===== config.mk =====
export PLATFORM = sky130hd
export DESIGN_NAME = regfile_dump_ctrl_flat
export DESIGN_NICKNAME = d
export VERILOG_FILES = /design/src/rtl/regfile_dbg_pkg.sv /design/src/rtl/regfile_dump_ctrl_if.sv /design/src/rtl/regfile_dump_ctrl_word_serializer.sv /design/src/rtl/regfile_dump_ctrl.sv /design/src/flat_wrapper.sv
export SDC_FILE = /design/constraint.sdc
export NUM_CORES = 1
export LEC_CHECK = 0
export CAP_MARGIN = 20
export CORE_ASPECT_RATIO = 1.75
export CORE_UTILIZATION = 50
export DETAILED_ROUTE_END_ITERATION = 10
export PLACE_DENSITY = 0.8
export SKIP_LAST_GASP = 1
export SLEW_MARGIN = 20
export SYNTH_ARGS = -nofsm -noshare
export SYNTH_HDL_FRONTEND = slang
export SYNTH_HIERARCHICAL = 1
export SYNTH_SLANG_ARGS = --single-unit

===== constraint.sdc =====
create_clock -name clk -period 2.3 [get_ports clk]
set_input_delay 0.46 -clock clk [delete_from_list [all_inputs] [get_ports clk]]
set_output_delay 0.46 -clock clk [all_outputs]
set_load 0.02 [all_outputs]

===== src/rtl/regfile_dbg_pkg.sv =====
`default_nettype none
// ============================================================================
//  Module      : regfile_dbg_pkg
//  Description : Shared types and sizes for the register-file dump path.
//  Revision    : 1.0 - initial release
// ============================================================================
package regfile_dbg_pkg;

    localparam int REG_IDX_W     = 5;
    localparam int XLEN          = 32;
    localparam int BYTES_PER_REG = 4;
    localparam int BYTE_W        = 8;
    localparam int BYTE_CNT_W    = $clog2(BYTES_PER_REG);

    typedef enum logic [2:0] {
        ST_IDLE = 3'd0,
        ST_REQ  = 3'd1,
        ST_WAIT = 3'd2,
        ST_SEND = 3'd3,
        ST_DONE = 3'd4
    } dump_state_t;

endpackage
`default_nettype wire


===== src/rtl/regfile_dump_ctrl_if.sv =====
`default_nettype none
// ============================================================================
//  Module      : regfile_dump_ctrl_if
//  Description : Read-port-A arbitration signals and the byte stream to UART TX.
//  Revision    : 1.0 - initial release
// ============================================================================
interface regfile_dump_ctrl_if;
    import regfile_dbg_pkg::*;

    logic                 core_rd_req;
    logic                 rd_grant;
    logic [REG_IDX_W-1:0] rd_addr;
    logic [XLEN-1:0]      rf_rdData;
    logic [BYTE_W-1:0]    tx_data;
    logic                 tx_valid;
    logic                 tx_ready;

    // Dump controller side
    modport master (
        input  core_rd_req,
        input  rf_rdData,
        input  tx_ready,
        output rd_grant,
        output rd_addr,
        output tx_data,
        output tx_valid
    );

    // Regfile mux / UART side
    modport slave (
        output core_rd_req,
        output rf_rdData,
        output tx_ready,
        input  rd_grant,
        input  rd_addr,
        input  tx_data,
        input  tx_valid
    );

endinterface
`default_nettype wire


===== src/rtl/regfile_dump_ctrl_word_serializer.sv =====
`default_nettype none
// ============================================================================
//  Module      : word_serializer
//  Description : Loads a 32-bit word and emits it as 4 bytes on a valid/ready
//                stream; flags the handshake that accepts the final byte.
//  Revision    : 1.0 - initial release
// ============================================================================
module word_serializer
    import regfile_dbg_pkg::*;
#(
    parameter bit LSB_FIRST = 1'b1
) (
    input  wire logic              clk,
    input  wire logic              rst,
    input  wire logic              i_load,
    input  wire logic [XLEN-1:0]   i_word,
    output logic      [BYTE_W-1:0] o_byte,
    output logic                   o_valid,
    input  wire logic              i_ready,
    output logic                   o_lastAccept
);

    localparam logic [BYTE_CNT_W-1:0] c_LAST_BYTE = BYTE_CNT_W'(BYTES_PER_REG - 1);

    logic [XLEN-1:0]       r_shift;
    logic [BYTE_CNT_W-1:0] r_count;
    logic                  r_valid;
    logic [XLEN-1:0]       w_shifted;
    logic                  w_accept;

    // Byte order decides which end is emitted and which way the word drains
    if (LSB_FIRST) begin : g_lsb_first
        assign o_byte    = r_shift[BYTE_W-1:0];
        assign w_shifted = {{BYTE_W{1'b0}}, r_shift[XLEN-1:BYTE_W]};
    end else begin : g_msb_first
        assign o_byte    = r_shift[XLEN-1:XLEN-BYTE_W];
        assign w_shifted = {r_shift[XLEN-BYTE_W-1:0], {BYTE_W{1'b0}}};
    end

    assign w_accept     = r_valid && i_ready;
    assign o_valid      = r_valid;
    assign o_lastAccept = w_accept && (r_count == c_LAST_BYTE);

    // Load the word, then drain one byte per accepted handshake
    always_ff @(posedge clk) begin
        if (rst) begin
            r_shift <= '0;
            r_count <= '0;
            r_valid <= 1'b0;
        end else if (i_load) begin
            r_shift <= i_word;
            r_count <= '0;
            r_valid <= 1'b1;
        end else if (w_accept) begin
            r_shift <= w_shifted;
            r_count <= r_count + 1'b1;
            if (r_count == c_LAST_BYTE) begin
                r_valid <= 1'b0;
            end
        end
    end

endmodule
`default_nettype wire


===== src/rtl/regfile_dump_ctrl.sv =====
`default_nettype none
// ============================================================================
//  Module      : regfile_dump_ctrl
//  Description : Reads registers FIRST_REG..LAST_REG through the shared read
//                port (core has priority) and streams them as bytes to UART TX.
//  Revision    : 1.0 - initial release
// ============================================================================
module regfile_dump_ctrl
    import regfile_dbg_pkg::*;
#(
    parameter int FIRST_REG = 0,
    parameter int LAST_REG  = 31,
    parameter bit LSB_FIRST = 1'b1
) (
    input  wire logic           clk,
    input  wire logic           reset,
    input  wire logic           start,
    output logic                busy,
    output logic                done,
    regfile_dump_ctrl_if.master bus
);

    localparam logic [REG_IDX_W-1:0] c_FIRST = REG_IDX_W'(FIRST_REG);
    localparam logic [REG_IDX_W-1:0] c_LAST  = REG_IDX_W'(LAST_REG);

    dump_state_t          r_state;
    logic [REG_IDX_W-1:0] r_rdAddr;
    logic                 r_busy;
    logic                 r_done;
    logic                 w_load;
    logic                 w_lastAccept;

    // Grant only while requesting and the core leaves the port free; reset
    // removes it in the same cycle so the mux returns to the core at once.
    assign bus.rd_grant = (r_state == ST_REQ) && !bus.core_rd_req && !reset;
    assign bus.rd_addr  = r_rdAddr;
    assign busy         = r_busy;
    assign done         = r_done;

    // Read data arrives the cycle after the granted address edge
    assign w_load = (r_state == ST_WAIT);

    word_serializer #(
        .LSB_FIRST    (LSB_FIRST)
    ) u_serializer (
        .clk          (clk),
        .rst          (reset),
        .i_load       (w_load),
        .i_word       (bus.rf_rdData),
        .o_byte       (bus.tx_data),
        .o_valid      (bus.tx_valid),
        .i_ready      (bus.tx_ready),
        .o_lastAccept (w_lastAccept)
    );

    // Dump sequencer: request, capture, serialise, advance or finish
    always_ff @(posedge clk) begin
        if (reset) begin
            r_state  <= ST_IDLE;
            r_rdAddr <= c_FIRST;
            r_busy   <= 1'b0;
            r_done   <= 1'b0;
        end else begin
            r_done <= 1'b0;
            case (r_state)
                ST_IDLE: begin
                    if (start) begin
                        r_state  <= ST_REQ;
                        r_rdAddr <= c_FIRST;
                        r_busy   <= 1'b1;
                    end
                end
                ST_REQ: begin
                    if (!bus.core_rd_req) begin
                        r_state <= ST_WAIT;
                    end
                end
                ST_WAIT: begin
                    r_state <= ST_SEND;
                end
                ST_SEND: begin
                    if (w_lastAccept) begin
                        // Check the end before incrementing so the index never wraps
                        if (r_rdAddr == c_LAST) begin
                            r_state <= ST_DONE;
                            r_done  <= 1'b1;
                        end else begin
                            r_rdAddr <= r_rdAddr + 1'b1;
                            r_state  <= ST_REQ;
                        end
                    end
                end
                ST_DONE: begin
                    r_state <= ST_IDLE;
                    r_busy  <= 1'b0;
                end
                default: begin
                    r_state <= ST_IDLE;
                end
            endcase
        end
    end

endmodule
`default_nettype wire


===== src/flat_wrapper.sv =====
// flat-port wrapper written by rule: the top's interface ports become plain ports
module regfile_dump_ctrl_flat import regfile_dbg_pkg::*;
#(
    parameter int FIRST_REG = 0,
    parameter int LAST_REG  = 31,
    parameter bit LSB_FIRST = 1'b1
)
  (clk, reset, start, busy, done, bus_core_rd_req, bus_rf_rdData, bus_tx_ready, bus_rd_grant, bus_rd_addr, bus_tx_data, bus_tx_valid);
  regfile_dump_ctrl_if bus_i ();
  input  wire logic clk;
  input  wire logic reset;
  input  wire logic start;
  output logic busy;
  output logic done;
  input wire logic [$bits(bus_i.core_rd_req)-1:0] bus_core_rd_req;
  input wire logic [$bits(bus_i.rf_rdData)-1:0] bus_rf_rdData;
  input wire logic [$bits(bus_i.tx_ready)-1:0] bus_tx_ready;
  output wire logic [$bits(bus_i.rd_grant)-1:0] bus_rd_grant;
  output wire logic [$bits(bus_i.rd_addr)-1:0] bus_rd_addr;
  output wire logic [$bits(bus_i.tx_data)-1:0] bus_tx_data;
  output wire logic [$bits(bus_i.tx_valid)-1:0] bus_tx_valid;
  assign bus_i.core_rd_req = bus_core_rd_req;
  assign bus_i.rf_rdData = bus_rf_rdData;
  assign bus_i.tx_ready = bus_tx_ready;
  assign bus_rd_grant = bus_i.rd_grant;
  assign bus_rd_addr = bus_i.rd_addr;
  assign bus_tx_data = bus_i.tx_data;
  assign bus_tx_valid = bus_i.tx_valid;
  regfile_dump_ctrl #(.FIRST_REG(FIRST_REG), .LAST_REG(LAST_REG), .LSB_FIRST(LSB_FIRST)) u_core (.clk(clk), .reset(reset), .start(start), .busy(busy), .done(done), .bus(bus_i));
endmodule

# Yosys cells after proc, flatten, opt, wreduce, memory -nomap -nowiden
# Cells that the tools add are included.
[totals]
ram_bits = 0
latchBits = 0
mem_count = 0
in_bits = 37
romBits = 0
out_inout_bits = 17
regBits = 45
word_cells = 55
[classes]
muxes = 17
n_reduce_logical = 17
shift = 0
mul = 0
magnitude_cmp = 0
n_div = 0
n_addsub = 2
n_bitwise = 2
eq_ne = 10
[ops]
columns = ["op", "n"]
rows = [
  ["$mux 32", 2],
  ["$mux 5", 3],
  ["$mux 3", 4],
  ["$pmux 3 s4", 1],
  ["$pmux 5 s2", 1],
  ["$ne 2x2->1 const B", 4],
  ["$reduce_bool 2->1", 4],
  ["$eq 3x2->1 const B", 2],
  ["$add 5x1->5 const B", 1],
  ["$eq 5x5->1 const B", 1],
  ["$mux 1", 5],
  ["$logic_and 1x1->1", 4],
  ["$reduce_and 2->1", 2],
  ["$reduce_and 4->1", 1],
  ["$eq 3x1->1 const B", 1],
  ["$eq 3x3->1 const B", 1],
  ["$logic_not 3->1", 1],
  ["$reduce_and 3->1", 1],
  ["$reduce_or 3->1", 1],
  ["$add 2x1->2 const B", 1],
  ["$eq 2x2->1 const B", 1],
  ["$logic_not 1->1", 2],
  ["$not 1->1", 2],
  ["$pmux 1 s2", 1],
  ["$reduce_or 2->1", 1],
]

# Depth between registers and ports, before layout
[depth]
ltp_word = 4
ltp_mapped = 8
depth_no_buf = 7

# Cells and area by module
# The synthesis kept the hierarchy.
[by_module_without_submodules]
columns = ["module", "cells_each", "seq_area_each_um2", "instances", "area_each_um2"]
rows = [
  ["word_serializer", 193, 700.7, 1, 1876.8],
  ["regfile_dump_ctrl", 55, 200.2, 1, 511.7],
]

# Least setup slack after synthesis
# No wires, ideal clock.
[synth_timing]
path_type = "reg2reg"
from = "register u_core.r_rdAddr[0], in the netlist u_core/bus.rd_addr[0]"
to = "register u_core.r_rdAddr[0], in the netlist u_core/bus.rd_addr[0]"
setup_ps = 121
slack_ps = 439
t_required_ps = 2179
t_arrival_ps = 1740
path_stages_with_launch = 8
path_buffers = 0
synth_period_minus_slack_ps = 1861
cell_sequence = "dfxtp_1 > ha_1 > and3_1 > ha_1 > nand4b_1 > a21oi_4 > nor2_2 > mux2_2"
[synth_via]
elab_chain_cells = 4
elab_cells_between_ends = 7
classes_between = "add/sub (1); eq/ne (2); mux (3); reduce/logical (1)"
[synth_rtl]
columns = ["item", "line_no", "rtl"]
rows = [
  ["start: declaration", "regfile_dump_ctrl.sv:27", "logic [REG_IDX_W-1:0] r_rdAddr;"],
  ["start signal: assignment", "regfile_dump_ctrl.sv:60", "r_rdAddr <= c_FIRST;"],
  ["start signal: assignment", "regfile_dump_ctrl.sv:69", "r_rdAddr <= c_FIRST;"],
  ["start signal: assignment", "regfile_dump_ctrl.sv:88", "r_rdAddr <= r_rdAddr + 1'b1;"],
  ["$add 5x1->5", "regfile_dump_ctrl.sv:88", ""],
  ["$mux 5", "regfile_dump_ctrl.sv:84", "if (r_rdAddr == c_LAST) begin"],
  ["$mux 5", "regfile_dump_ctrl.sv:82", "if (w_lastAccept) begin"],
  ["$pmux 5 s2", "regfile_dump_ctrl.sv:65", "case (r_state)"],
]
# Parallel ways exist; a longest one is shown, timed or not. The select of a mux whose other input is x is not followed.
# A chain may end at the register's enable or synchronous reset.

# Final worst setup path
[layout_timing]
from = "input bus_core_rd_req"
to = "output bus_rd_grant"
[layout_via]
elab_chain_cells = 3
[layout_rtl]
columns = ["item", "line_no", "rtl"]
rows = [
  ["start: declaration", "flat_wrapper.sv:15", "input wire logic [$bits(bus_i.core_rd_req)-1:0] bus_core_rd_req;"],
  ["$logic_not 1->1", "regfile_dump_ctrl.sv:35", "assign bus.rd_grant = (r_state == ST_REQ) && !bus.core_rd_req && !reset;"],
  ["$logic_and 1x1->1 (2 in a row)", "regfile_dump_ctrl.sv:35", ""],
  ["end: declaration", "flat_wrapper.sv:18", "output wire logic [$bits(bus_i.rd_grant)-1:0] bus_rd_grant;"],
]
# Every way passes these cells.

==> results.cfg <==
[logic_synthesis]
synth-edff-count = 0
postSynthAreaPerCell_sq_um = 9.63
synth-seq-cells = 45
yosysSeqAreaShare_pct = 37.7
ys_types = 37
syn_nets = 288
synth_area_leaders = dfxtp_1 (38%), a2111oi_2 (14%), nor3_2 (7.5%), nor3_1 (7.1%), inv_1 (4.1%)
syn_area_sq_um = 2390
yosys_warnings = 6
ys.flop_type = dfxtp_1
async_flop_share_pct = 0
synth_area_leader_cell = dfxtp_1
syn_inst = 248
synth_top_area_share_pct = 37.7

[critical_path]
path_cells = clkdlybuf4s50_1 -> nor3b_1 -> nor3b_1 -> dlygate4sd2_1
path_max_fanout = 2
cp-end-kind = output port
cp_common_cell = nor3b_1
critPathLaunchType = primary input
worstPathRequired_ns = 1.84
timing.critical_path.buf_inv = 2
cp_slowest_stage_delay_ns = 0.42
crit_slowest_cell = clkdlybuf4s50_1
path_class = primary input to output port
cp_data_arrival_time_ns = 1.66
crit_family = buffers and inverters

[clock_network]
clk_latency_ns = 0.29
cts.sinks = 45
numCtsBuffers = 5
htree_levels = 2
cts.clk_slew.worst_paths_ns = 0.08
tritoncts = yes
cts_setup_buffers = 0
clk_path_buf_depth = 2
root_buffer = clkbuf_8

[timing]
maxSlewViolCount = 0
setup-violations-final = 0
relSlewSlack_pct = 64.6
max_freq_ghz = 0.473
hold-worst-slack_ns = 0.451
period_share_pct = 92.0
rsz0062_at_grt = no
finalCriticalPeriod_ns = 2.12
tightest_slew_ns = 0.531
finalHoldViolations = 0
tns_ns = 0
setup_ws_ns = 0.184
skew_ns = 0.00892

[routing]
wl_microns = 4400
drc_errors = 0
drtIter0Drc = 50
wl_per_cell_microns = 13.1
via_per_inst = 5.57
ant_nets = 0
num_vias = 1871
detail_route.first_pass.iterations = 4

[placement]
dp_hpwl_microns = 2910
placed_area_sq_um = 2820
placed_cells = 329
portBuffers = 53
gp_congestion = 0.716
dpl_worst_slack_ns = -0.128

[cells_and_area]
final_cells = 336
layout.nets = 325
n_fill_cell = 400
drive_gt1_share_pct = 21.8
area.growth.synth_to_final_pct = 22.4
fin_area_sq_um = 2920
antenna_cells = 0

[floorplanning]
rows = 32
die_y_microns = 93.4
initial_core_util_pct = 53.3
io_pins = 54
die_w_microns = 54.2
die_area_sq_um = 5070
core-area_sq_um = 4480

[run_status]
status = complete, no violations

[global_route]
grt_pass1_wl_microns = 7100
antenna_found_initial = 0
groute.usage.overall_pct = 18.8
overflow = 0
grt_pass1_vias = 1650
grt_max_degree = 70

[job]
drv_cap = 0

[worst_hold_path]
hold_class = primary input to register

[power_and_ir_drop]
power_density_nw_per_um2 = 620
vdd_ir_drop_max_mv = 0.611
p_leak_nw = 1.08
-- cell usage in the layout (no fill, tap or decap), types with 2 or more instances in the layout --
master           synthesis  routed
nor2_1                   5       4
o21ai_0                  3       3
clkbuf_8                 0       5
a2111oi_2               22      22
clkdlybuf4s50_1          0      51
dfxtp_1                 45      45
and3_1                   4       4
ha_1                     3       3
nor3_1                  34      34
nor3b_1                  3       3
a21oi_1                 11      11
nand2_1                 12      12
inv_1                   26      26
nor3_2                  18      18
nand3b_1                 8       8
buf_4                   11       6
mux2i_1                  2       2
a2111oi_1                2       2
nand3_1                  4       4
nand2b_1                 3       3
-- metrics by stage --
stage / utilization (%) / total power [W]
3_5_place_dp: 62.9 / 0.00127
4_1_cts: 65.2 / 0.00183
3_3_place_gp: 62.9 / 0.00125
5_1_grt: 65.2 / 0.00191
6_report: 65.2 / 0.00181
2_1_floorplan: - / 0.00117
-- worst paths after layout --
| kind | from | to | slack (ns) | depth (start not counted) |
|---|---|---|---|---|
| setup / recovery | bus_core_rd_req | bus_rd_grant | 0.18 | 4 |
| hold / removal | reset | u_core/u_serializer/r_shift[26]$_SDFFE_PP0P_ | 0.45 | 2 |
| setup reg to reg | u_core/bus.rd_addr[0]$_SDFFE_PP0P_ | u_core/bus.rd_addr[0]$_SDFFE_PP0P_ | 0.37 | 7 |
| hold reg to reg | u_core/u_serializer/r_shift[28]$_SDFFE_PP0P_ | u_core/u_serializer/r_shift[28]$_SDFFE_PP0P_ | 0.49 | 2 |
-- cell families after synthesis --
group / share of synthesized area, %
buffers and inverters: 13.7
AO/OA/AOI/OAI: 19.6
multiplexers: 1.31
adder cells (fa/ha/maj): 1.57
XOR/XNOR: 0.367
flip-flops: 37.7
AND/OR/NAND/NOR: 25.7
-- metal layers --
layer  GRT usage, %  vias up  wire length, microns
met3           4.07        4                   193
met5              0        -                     0
met2           31.1       47                  2230
met4           7.69        0                    71
li1               -      952                     -
met1           22.3      868                  1900
-- worst register-to-register path, cell delays in order (launching register included) --
cell,delay [ns]
dfxtp_1,0.35
ha_1,0.24
and3_1,0.19
ha_1,0.22
nand4b_1,0.25
a21oi_4,0.27
nor2_2,0.04
mux2_2,0.27
-- synthesized netlist by cell type, types with 2 or more instances --
cell / count
dfxtp_1: 45
nor3_1: 34
inv_1: 26
a2111oi_2: 22
nor3_2: 18
nand2_1: 12
a21oi_1: 11
buf_4: 11
buf_2: 9
nand3b_1: 8
nor2_1: 5
and3_1: 4
nand3_1: 4
buf_12: 3
clkbuf_1: 3
ha_1: 3
nand2b_1: 3
nor3b_1: 3
o21ai_0: 3
a2111oi_1: 2
buf_6: 2
mux2i_1: 2
-- flip-flops by register name, summed over array words and instances (netlist names) --
register                     flops
u_core/u_serializer/r_shift     32
u_core/bus.rd_addr               5
u_core/r_state                   3
u_core/u_serializer/r_count      2
u_core/busy                      1
u_core/done                      1
u_core/u_serializer/o_valid      1
-- report_power, final --
part / switching (W) / internal [W] / total [W]
Sequential: 0.0000350 / 0.000834 / 0.000869
Clock: 0.000252 / 0.000316 / 0.000567
Combinational: 0.000181 / 0.000196 / 0.000377
Total: 0.000467 / 0.00135 / 0.00181
-- timing repair --
| action | CTS | global route |
|---|---|---|
| hold buffers | 0 | 0 |
| endpoints found under the setup margin | 1 | 0 |
| gates resized for setup | 1 | 0 |
-- area by class of cell --
type	instances	area [sq um]	area share, %
Tap cell	51	63.8	2.18
Clock buffer	5	68.8	2.35
Clock inverter	2	35.0	1.20
Sequential cell	45	901	30.8
Timing Repair Buffer	60	589	20.2
Multi-Input combinational cell	147	1170	39.9
Inverter	26	97.6	3.34
(Power assumes the default switching activity.)
==> patch 1 (same flow settings) <==
The package constant `BYTES_PER_REG` goes from 4 to 16.
--- a/src/rtl/regfile_dbg_pkg.sv
+++ b/src/rtl/regfile_dbg_pkg.sv
@@ -8,7 +8,7 @@
 
     localparam int REG_IDX_W     = 5;
     localparam int XLEN          = 32;
-    localparam int BYTES_PER_REG = 4;
+    localparam int BYTES_PER_REG = 16;
     localparam int BYTE_W        = 8;
     localparam int BYTE_CNT_W    = $clog2(BYTES_PER_REG);
 
Formal check against the unedited RTL: not equivalent (a bounded check fails within 10 cycles, from zero or initial values and one cycle with reset high).
==> patch 1 against the unedited design <==
  * Synthesized area is 5.2% lower
  * Sequential cell count is 2 higher
  * Total power is 10% lower
  * Setup slack worse by 0.011 ns
  * Final area is 3.2% lower
  * Clock power is 17% lower
  * Wire length is 6.7% higher
  * Clock skew hardly changed
  * Critical endpoint unchanged
  * Largest cell class unchanged
  * Largest power group unchanged
==> patch 1: results (changes against the unedited design) <==
* Filler instances at 379 (was 400)
* CTS clk-pin slew, worst paths at 0.08 ns (about the same)
* Clock Skew at 0.00892 ns (about the same)
* Grt met3 use at 4.02% (was 4.07%)
* Vias in the first global route at 1868 (was 1650)
* WHS Endpoint: u_core/busy$_SDFFE_PP0P_ (was u_core/u_serializer/r_shift[26]$_SDFFE_PP0P_)
* DR vias at 1951 (was 1871)
* First-pass GRT wire length at 7.77 mm (was 7.10 mm)
* Met1 Usage GRT at 22.5% (was 22.3%)
* GRT Resource Usage Total at 20.7% (was 18.8%)
* Top cells by count, synth: dfxtp_1 (47), nor3_1 (29), and3_1 (27) (was dfxtp_1 (45), nor3_1 (34), inv_1 (26))
* GR Layer Usage met2 at 37.9% (was 31.1%)
* Synth top area cells: dfxtp_1 (42%), a211oi_1 (8.0%), and3_1 (7.5%) (was dfxtp_1 (38%), a2111oi_2 (14%), nor3_2 (7.5%))
* Post-synthesis compound-gate area fraction at 13.9% (was 19.6%)
* Worst vdd rail ir drop at 541 uV (was 611 uV)
* Met2 Wirelength at 2.43 mm (was 2.23 mm)
* Post-synthesis mux area share at 1.38% (was 1.31%)
* Dpl hpwl at 3.13 mm (was 2.91 mm)
* Worst R2R Setup Slack at roughly 0.38 ns
* # H-tree levels at 2 (unchanged)
* First DRT Iteration DRCs at 35 (was 50)
* Syn Inst Count at 259 (was 248)
* Met3 WL at 199 um (was 193 um)
* Post-synthesis sequential area ratio at 41.5% (was 37.7%)
* Avg WL per Cell at 13.5 um (was 13.1 um)
* Synth Area in XOR/XNOR at 0.773% (was 0.367%)
* Placer Congestion at 0.717 (was 0.716)
* Post-Synth Adder-Cell Area at 1.66% (was 1.57%)
* Footprint of the multi-input gates at 1140 um^2 (was 1170 um^2)
* Hold_ws at 0.473 ns (was 0.451 ns)
* CP max FO at 2 (unchanged)
* Outcome: finished clean (unchanged)
* Worst slew pin tran at 0.557 ns (was 0.531 ns)
* Non-Filler Instances at 347 (was 336)
* Worst hold-check path type: reg2reg (was in2reg)
* Fmax at 0.470 GHz (was 0.473 GHz)
* Largest Register: u_core/u_serializer/r_shift (unchanged)
* Area post-placement at 2750 um^2 (was 2820 um^2)
* Syn Nets at 299 (was 288)
* Share of layout cells above drive strength 1 at 8.45% (was 21.8%)
* Hold Path Depth at 2 (unchanged)
* Place WS at -0.110 ns (was -0.128 ns)
* Yosys warnings at 6 (unchanged)
* Nets@finish at 335 (was 325)
* P_leak at 1.10 nW (was 1.08 nW)
==> patch 1: cell types whose count changed after synthesis, moves of 5 or more <==
cell / change
a211oi_1: +24
nor3_2: -18
clkbuf_1: +6
inv_1: -24
a2111oi_2: -22
and3_1: +23
nor3_1: -5
nor2b_1: +24
==> patch 1: kinds of logic after synthesis <==
| kind of cell | Yosys count |
|---|---|
| AO/OA/AOI/OAI | 45 |
| adder cells (fa/ha/maj) | 3 |
| buffers and inverters | 34 |
| flip-flops | 47 |
| AND/OR/NAND/NOR | 125 |
| XOR/XNOR | 2 |
| multiplexers | 3 |
==> patch 1: power by group <==
part / total (mW) / switching (mW) / internal (mW)
clock: 0.469 / 0.261 / 0.208
combinational: 0.281 / 0.130 / 0.151
sequential: 0.881 / 0.0249 / 0.856
==> patch 1: layout make-up <==
cell class | count | share of cell area, %
timing repair buffer | 61 | 21.1
clock inverter | 3 | 0.531
multi-input combinational | 178 | 40.2
inverter | 2 | 0.265
clock buffer | 5 | 2.43
sequential | 47 | 33.2
tap | 51 | 2.25
==> patch 2 (same flow settings) <==
Without the edit above. The 5 states of `dump_state_t` get a one-hot encoding in 5 bits.
--- a/src/rtl/regfile_dbg_pkg.sv
+++ b/src/rtl/regfile_dbg_pkg.sv
@@ -12,12 +12,12 @@
     localparam int BYTE_W        = 8;
     localparam int BYTE_CNT_W    = $clog2(BYTES_PER_REG);
 
-    typedef enum logic [2:0] {
-        ST_IDLE = 3'd0,
-        ST_REQ  = 3'd1,
-        ST_WAIT = 3'd2,
-        ST_SEND = 3'd3,
-        ST_DONE = 3'd4
+    typedef enum logic [4:0] {
+        ST_IDLE = 5'b00001,
+        ST_REQ  = 5'b00010,
+        ST_WAIT = 5'b00100,
+        ST_SEND = 5'b01000,
+        ST_DONE = 5'b10000
     } dump_state_t;
 
 endpackage
Formal check against the unedited RTL: no difference found for any inputs over 10 cycles, from zero or initial values and one cycle with reset high; not proved beyond that.
==> patch 2 against the unedited design <==
  * Sequential share of layout area is 1.2 points lower
  * Final cell count grew 9.2%
  * Non-clock buffer count grew 5
  * Synthesized area is 7.4% higher
  * Wire length up 16%
  * Setup slack gained 0.026 ns
  * Final area increased by 8.6%
  * Sequential cell count rose by 2
  * Critical path depth down 1
  * Total power is 7.3% lower
  * Sequential power shrank 2%
  * Combinational power decreased by 42%
  * Count of clock-buffer cells in the layout unchanged
  * Critical path type is now reg2out
  * Highest routed layer unchanged
==> patch 2: results (changes against the unedited design) <==
* Outcome: finished clean (unchanged)
* Placer Congestion at 0.843 (was 0.716)
* First DRT Iteration DRCs at 53 (was 50)
* Slowest cell on crit path: dfxtp_1 (was clkdlybuf4s50_1)
* Worst hold-check path type: reg2reg (was in2reg)
* Share of layout cells above drive strength 1 at 22.7% (was 21.8%)
* Worst Setup SP: u_core/r_state[0]$_SDFFE_PP1P_ (was bus_core_rd_req)
* IO Port Bufs at 53 (unchanged)
* Worst slew pin tran at 0.610 ns (was 0.531 ns)
* CTS buffer count at 5 (unchanged)
* Dpl hpwl at 3.42 mm (was 2.91 mm)
* Clock Skew at 0.00631 ns (was 0.00892 ns)
* GRT Resource Usage Total at 19.9% (was 18.8%)
* Vias in the first global route at 1925 (was 1650)
* Synth top area cells: dfxtp_1 (37%), a2111oi_2 (13%), nor3_2 (7.4%) (was dfxtp_1 (38%), a2111oi_2 (14%), nor3_2 (7.5%))
* Filler instances at 417 (was 400)
* Nets@finish at 353 (was 325)
* Worst Hold Launch: u_core/u_serializer/r_shift[31]$_SDFFE_PP0P_ (was reset)
* Place WS at 0.0119 ns (was -0.128 ns)
* Area post-placement at 3060 um^2 (was 2820 um^2)
* Syn Nets at 310 (was 288)
* Post-synthesis sequential area ratio at 36.7% (was 37.7%)
* CP max FO at 10 (was 2)
* Crit path DAT at 1.63 ns (was 1.66 ns)
* P_leak at 1.16 nW (was 1.08 nW)
* Largest net degree at the start of global routing at 50 (was 70)
* First-pass GRT wire length at 8.76 mm (was 7.10 mm)
* WHS Endpoint: u_core/u_serializer/r_shift[31]$_SDFFE_PP0P_ (was u_core/u_serializer/r_shift[26]$_SDFFE_PP0P_)
* Worst vdd rail ir drop at 456 uV (was 611 uV)
==> patch 2: worst max-delay path: cells and delay by family (launching register included) <==
| family | cells | cell delay, ns |
|---|---|---|
| and+or+nand+nor | 2 | 0.56 |
| DFF | 1 | 0.40 |
| buffers and inverters | 1 | 0.37 |
==> patch 2: kinds of logic (layout without fill, tap and decap cells) <==
| logic type | after synthesis | after routing | synth area share, % |
|---|---|---|---|
| muxes | 1 | 1 | 0.390 |
| and+or+nand+nor | 114 | 114 | 29.4 |
| xor gates and xnor gates | 1 | 1 | 0.341 |
| AOI/OAI and AO/OA | 47 | 47 | 19.0 |
| buffers and inverters | 55 | 99 | 12.3 |
| adders and majority gates | 4 | 4 | 1.95 |
| DFF | 47 | 47 | 36.7 |
==> patch 2: through the flow <==
stage	utilization (%)	cells	hold slack (ns)
finish	64.4	367	0.491
global route	64.4	367	0.504
CTS	64.3	367	0.490
detailed placement	62.1	359	0.477
global placement	62.1	359	0.469
floorplan	-	269	0.461
==> patch 2: timing repair <==
item,4_1_cts,5_1_grt
endpoints found under the setup margin,1,1
setup buffers,0,0
resized for setup,1,1
==> patch 2: cell type report <==
type	count	area share [%]
multi-input combinational	167	41.4
sequential	47	29.7
tap	54	2.13
inverter	26	3.07
clock buffer	5	2.17
clock inverter	3	1.38
timing repair buffer	65	20.1
==> patch 2: power breakdown <==
group / leakage, nW / switching, mW / internal, mW
combinational: 0.726 / 0.101 / 0.117
sequential: 0.380 / 0.0212 / 0.830
clock: 0.0581 / 0.287 / 0.324
==> patch 2: per-layer routing <==
layer | up-vias | wire length [um] | track usage [%]
li1 | 1054 | - | -
met1 | 934 | 2210 | 25.6
met2 | 50 | 2530 | 31.6
met3 | 12 | 196 | 2.54
met4 | 0 | 184 | 11.6
met5 | - | 0 | 0
